<file path="src/rtl/sync_gray_ptr.sv">
// Gray-coded pointer synchroniser: SYNC_STAGES-flop chain, registered binary view, advance pulse/count.
// Define GRAY_CHECK_EN to build the sticky multi-bit-change detector behind err_multi_bit.
module sync_gray_ptr #(
    parameter int ADDR_WIDTH  = 4,
    parameter int SYNC_STAGES = 2
) (
    input  logic                  wclk,
    input  logic                  wrst_n,
    input  logic [ADDR_WIDTH-1:0] ptr_gray_in,
    output logic [ADDR_WIDTH-1:0] q_gray,
    output logic [ADDR_WIDTH-1:0] q_bin,
    output logic                  adv_pulse,
    output logic [ADDR_WIDTH-1:0] adv_cnt,
    input  logic                  err_clr,
    output logic                  err_multi_bit
);

    generate
        if (SYNC_STAGES < 2) begin : g_bad_stages
            $error("sync_gray_ptr: SYNC_STAGES must be >= 2");
        end
        if (ADDR_WIDTH < 2) begin : g_bad_width
            $error("sync_gray_ptr: ADDR_WIDTH must be >= 2");
        end
    endgenerate

    // Only sync_q[0] can go metastable; nothing but the last stage is tapped.
    logic [ADDR_WIDTH-1:0] sync_q [SYNC_STAGES];

    always_ff @(posedge wclk or negedge wrst_n) begin
        if (!wrst_n) begin
            for (int i = 0; i < SYNC_STAGES; i++) begin
                sync_q[i] <= '0;
            end
        end else begin
            sync_q[0] <= ptr_gray_in;
            for (int i = 1; i < SYNC_STAGES; i++) begin
                sync_q[i] <= sync_q[i-1];
            end
        end
    end

    assign q_gray = sync_q[SYNC_STAGES-1];

    logic [ADDR_WIDTH-1:0] bin_next;

    always_comb begin
        bin_next = '0;
        for (int i = 0; i < ADDR_WIDTH; i++) begin
            bin_next[i] = ^(q_gray >> i);
        end
    end

    // q_bin is the previous-cycle binary value relative to bin_next, so pulse and count
    // land on the same edge as the new q_bin.
    always_ff @(posedge wclk or negedge wrst_n) begin
        if (!wrst_n) begin
            q_bin     <= '0;
            adv_pulse <= 1'b0;
            adv_cnt   <= '0;
        end else begin
            q_bin     <= bin_next;
            adv_pulse <= (bin_next != q_bin);
            adv_cnt   <= (bin_next != q_bin) ? (bin_next - q_bin) : '0;
        end
    end

`ifdef GRAY_CHECK_EN
    logic [ADDR_WIDTH-1:0] q_gray_prev;
    logic                  err_q;

    // Set has priority over clear so a violation coinciding with err_clr is not lost.
    always_ff @(posedge wclk or negedge wrst_n) begin
        if (!wrst_n) begin
            q_gray_prev <= '0;
            err_q       <= 1'b0;
        end else begin
            q_gray_prev <= q_gray;
            if ($countones(q_gray ^ q_gray_prev) > 1) begin
                err_q <= 1'b1;
            end else if (err_clr) begin
                err_q <= 1'b0;
            end
        end
    end

    assign err_multi_bit = err_q;
`else
    logic unused_err_clr;
    assign unused_err_clr = err_clr;
    assign err_multi_bit  = 1'b0;
`endif

endmodule

</file>
<file path="config.mk">
export PLATFORM = sky130hd
export DESIGN_NAME = sync_gray_ptr
export DESIGN_NICKNAME = d
export VERILOG_FILES = /design/src/rtl/sync_gray_ptr.sv
export SDC_FILE = /design/constraint.sdc
export NUM_CORES = 1
export LEC_CHECK = 0
export BUFFER_PORTS_ARGS = -buffer_cell sky130_fd_sc_hd__buf_2
export CAP_MARGIN = 10
export CORE_ASPECT_RATIO = 1.25
export CORE_MARGIN = 2
export CORE_UTILIZATION = 40
export DETAILED_ROUTE_END_ITERATION = 8
export PLACE_DENSITY_LB_ADDON = 0.08
export SYNTH_ARGS = -nofsm -noshare
export SYNTH_HDL_FRONTEND = slang
export SYNTH_SLANG_ARGS = --single-unit
</file>
<file path="constraint.sdc">
create_clock -name wclk -period 3.9 [get_ports wclk]
set_input_delay 0.195 -clock wclk [delete_from_list [all_inputs] [get_ports wclk]]
set_output_delay 0.195 -clock wclk [all_outputs]
set_load 0.05 [all_outputs]
</file>
# [Word-level counts from Yosys, hierarchy flattened]
# Cells that the tools add are included.
[op_classes] add_sub_neg=1 eq_ne=1 muxes=1 n_reduce_logical=4
[op_table] cell="parity 4 bit" n=4
[op_table] cell="2-to-1 mux 4 bit" n=1
[op_table] cell="inequality test 4 bit" n=1
[op_table] cell="subtractor 4 bit" n=1
[totals] regBits=17 inputBits=7 out_inout_bits=14 elab_cells=12

# [Depth between registers and ports, before layout]
[logic_depth] ltp_word=3 ltp_mapped=8 depth_no_buf=8

# [Worst setup path after synthesis]
# Ideal clock, no wire load.
[synth_path] path_kind="register to register" startpoint="register sync_q, in the netlist q_gray[3]" endpoint="register adv_cnt[3]" setup_time_ns=0.087 arrival_time_ns=1.970 slack_ns=1.843 path_stages_with_launch=9 n_path_buf=0 synth_period_minus_slack_ns=2.057 path_cell_list="dfrtp_1 -> xor2_2 -> xnor2_2 -> xor2_1 -> ha_1 -> nand2b_1 -> a221oi_1 -> o21ai_0 -> a22oi_1"
[synth_between] elab_chain_cells=3 elab_cells_between_ends=7 cone_classes="add/sub (1); eq/ne (1); mux (1); reduce/logical (4)"
[synth_lines] element="start: declaration" line="28" source="logic [ADDR_WIDTH-1:0] sync_q [SYNC_STAGES];"
[synth_lines] element="start signal: indexed assignment" line="38" source="sync_q[i] <= sync_q[i-1];"
[synth_lines] element="parity 4 bit *" line="50" source="bin_next[i] = ^(q_gray >> i);"
[synth_lines] element="via bin_next[2]" line="45" source="logic [ADDR_WIDTH-1:0] bin_next;"
[synth_lines] element="subtractor 4 bit / inequality test 4 bit (equally long branches)" line="64" source="adv_cnt <= (bin_next != q_bin) ? (bin_next - q_bin) : '0;"
[synth_lines] element="2-to-1 mux 4 bit *" line="64"
[synth_lines] element="end signal: assignment" line="64"
[synth_lines] element="end: declaration" line="13" source="output logic [ADDR_WIDTH-1:0] adv_cnt,"
# Mark *: on every way through the listed nets, which the timed path passes. The rest lies on a longest branch.

# [Final worst setup path]
[layout_path] startpoint="register sync_q, in the netlist q_gray[2]" endpoint="register adv_cnt[3]"
# Same word-level chain as after synthesis.

==> results.py <==
metrics = {
    "sta": {
        "hold_violations": 0,
        "min_period_ns": 2.29,
        "rsz0062_at_grt": "no",
        "report.final.slew_viol_count": 0,
        "setup_viol": 0,
        "max_freq_ghz": 0.438,
        "clock_skew_ns": 0.00273,
        "setup-tns-final_ns": 0,
        "timing.final.crit_share_pct": 58.6,
    },
    "layout": {
        "finalNonFillerCells": 101,
        "diodes": 0,
        "regArea_um2": 425,
        "areaGrowthSynthToFinish_pct": 19.2,
        "final_area_um2": 885,
        "final_layout_size_suffix_gt1_share_pct": 31.7,
        "fill_cells": 156,
        "layout.nets": 93,
        "multi_input_area_um2": 253,
    },
    "critical_path": {
        "path_max_fanout": 8,
        "critPathKind": "flop to flop",
        "critical_path_required_ns": 4.09,
        "cp.arrival_ns": 2.48,
        "end_kind": "flop",
        "startpoint_type": "flop",
    },
    "synth": {
        "syn-num-nets": 71,
        "yosys-top-cells-area": "dfrtp_1 (57%), buf_4 (5.1%), inv_1 (3.5%)",
        "avgSynthCellArea_um2": 12.2,
        "yosysWarnings": 0,
        "synth_cell_types": 25,
        "synth_common_cells": "dfrtp_1 (17), inv_1 (7), buf_4 (5)",
        "synth-main-ff-cell": "dfrtp_1",
        "synthDominantCellAreaShare_pct": 57.3,
        "synth_top_area_cell": "dfrtp_1",
        "yosysMostFrequentCell": "dfrtp_1",
        "synthCells": 61,
        "synth-edff-count": 0,
        "yosysSeqAreaShare_pct": 57.3,
        "async_reset_ff_share_pct": 100,
        "ys_seq_elements": 17,
        "syn_area_um2": 742,
    },
    "place": {
        "port_buffers": 18,
        "placed_cell_area_um2": 818,
        "dp.cells": 93,
        "gp_congestion": 0.648,
        "hpwlAfterDp_um": 762,
    },
    "global_routing": {
        "grt_max_degree": 18,
        "globalRouteOverflowTotal": 0,
        "track_usage_pct": 10.4,
        "grt_pass1_vias": 412,
        "antenna_found_initial": 0,
        "grt_pass1_wl_um": 1620,
    },
    "floorplanning": {
        "die_y_um": 52.2,
        "coreArea_um2": 1770,
        "dieArea_um2": 2220,
        "die_x_um": 42.5,
        "std_cell_rows": 17,
        "initial_core_util_pct": 42.0,
        "io_pins": 21,
    },
    "min_path": {
        "hp-class": "primary input to flop",
    },
    "power": {
        "p_leak_nw": 0.431,
        "switching_share_pct": 40.8,
        "pwr-share-comb_pct": 39.9,
        "power.density_nw_per_um2": 576,
        "seq_power_share_pct": 42.4,
        "p_clk_share_pct": 17.7,
        "power.net_switching_uw": 208,
        "vdd.ir_drop.worst_mv": 0.253,
        "internal_power_uw": 302,
    },
    "route": {
        "drc": 0,
        "wl_um": 1020,
        "wl_per_cell_um": 10.1,
        "ant_nets": 0,
        "first_pass_iters": 2,
        "dr_total_vias": 466,
        "drtIter0Drc": 2,
        "via_per_inst": 4.61,
    },
    "cts": {
        "cts_tree": "yes",
        "clk_pin_slew_ns": 0.09,
        "clock_latency_ns": 0.28,
        "cts_sinks": 17,
        "clock_path_buffers": 2,
        "cts_resized": 0,
        "cts_buffers": 3,
        "cts_root_buffer": "clkbuf_4",
        "htree_num_levels": 1,
    },
    "flow_run": {
        "cap_viol_max_count": 0,
    },
    "run_status": {
        "status": "completed",
    },
}
==> cell families after synthesis <==
kind of cell	after synthesis	synth area share (%)
DFF	17	57.3
adders and majority gates	3	6.07
AOI/OAI and AO/OA	10	10.1
and+or+nand+nor	13	9.44
buffers and inverters	12	8.60
xor gates and xnor gates	5	7.93
other	1	0.505
==> per-stage QoR <==
step / power [mW] / hold slack (ns) / worst slack (ns) / util, %
final: 0.510 / 0.0169 / 1.61 / 50.1
after floorplan: 0.385 / -0.101 / 1.84 / -
after CTS: 0.519 / 0.00245 / 1.57 / 49.5
after detailed placement: 0.423 / 0.129 / 1.60 / 46.4
after global placement: 0.423 / 0.130 / 1.59 / 46.4
after global routing: 0.541 / 0.000585 / 1.39 / 50.1
==> timing repair <==
action | 4_1_cts | 5_1_grt
endpoints found under the hold margin | 19 | 1
hold buffers | 3 | 1
setup buffers | 0 | 0
==> critical path, stage by stage (launching register included) <==
cell	delay (ns)
dfrtp_1	0.53
xor2_2	0.27
xnor2_2	0.18
xor2_1	0.21
ha_1	0.29
nand2b_1	0.17
a221oi_1	0.26
o21ai_0	0.11
a22oi_1	0.19
==> worst paths after layout <==
path	startpoint	to	slack (ns)	cells past startpoint
setup / recovery	q_gray[2]$_DFF_PN0_	adv_cnt[3]$_DFF_PN0_	1.61	8
hold / removal	ptr_gray_in[3]	sync_q[7]$_DFF_PN0_	0.02	1
setup reg to reg	q_gray[2]$_DFF_PN0_	adv_cnt[3]$_DFF_PN0_	1.61	8
min in group asynchronous	wrst_n	adv_pulse$_DFF_PN0_	0.34	2
max in group asynchronous	wrst_n	q_bin[3]$_DFF_PN0_	3.30	2
hold reg to reg	sync_q[7]$_DFF_PN0_	q_gray[3]$_DFF_PN0_	0.36	0
==> power by group through the flow <==
stage / combinational [mW] / clock (mW) / sequential (mW)
6_report: 0.203 / 0.0902 / 0.216
2_1_floorplan: 0.0798 / 0 / 0.305
3_5_place_dp: 0.203 / 0 / 0.221
3_3_place_gp: 0.203 / 0 / 0.220
4_1_cts: 0.205 / 0.0966 / 0.217
5_1_grt: 0.220 / 0.102 / 0.220
==> layer usage <==
| metal | vias to the layer above | global-route usage (%) | routed length, µm |
|---|---|---|---|
| li1 | 234 | - | - |
| met4 | 0 | 9.38 | 16 |
| met2 | 14 | 18.2 | 536 |
| met1 | 216 | 10.2 | 419 |
| met5 | - | 0 | 0 |
| met3 | 2 | 2.08 | 50 |
==> flip-flops by register name, indices dropped and copies added, names as in the netlist <==
signal and count:
adv_cnt 4, adv_pulse 1, q_bin 4, q_gray 4
sync_q 4
==> layout make-up <==
type                    count  area share, %
clock buffers               4           2.97
inverters                   7           2.97
multi-input cells          32           28.6
flip-flops and latches     17           48.1
well taps                  19           2.69
repair buffers             22           14.7
==> cells in the final DEF (no fill, tap or decap) <==
cell and n:
a211o_2 1, a21oi_1 2, a21oi_2 1, a221oi_1 1, a22oi_1 1, buf_2 18
clkbuf_1 1, clkbuf_4 3, conb_1 1, dfrtp_1 17, dlygate4sd3_1 4, fa_1 1
ha_1 2, inv_1 7, nand2_1 4, nand2b_1 1, nor2_1 4, nor2b_1 2
nor2b_4 1, o211ai_1 1, o21ai_0 1, o221ai_1 1, o31a_1 1, or4_1 1
xnor2_1 1, xnor2_2 1, xor2_1 2, xor2_2 1
Note: power is estimated with default switching activity, not from simulation.
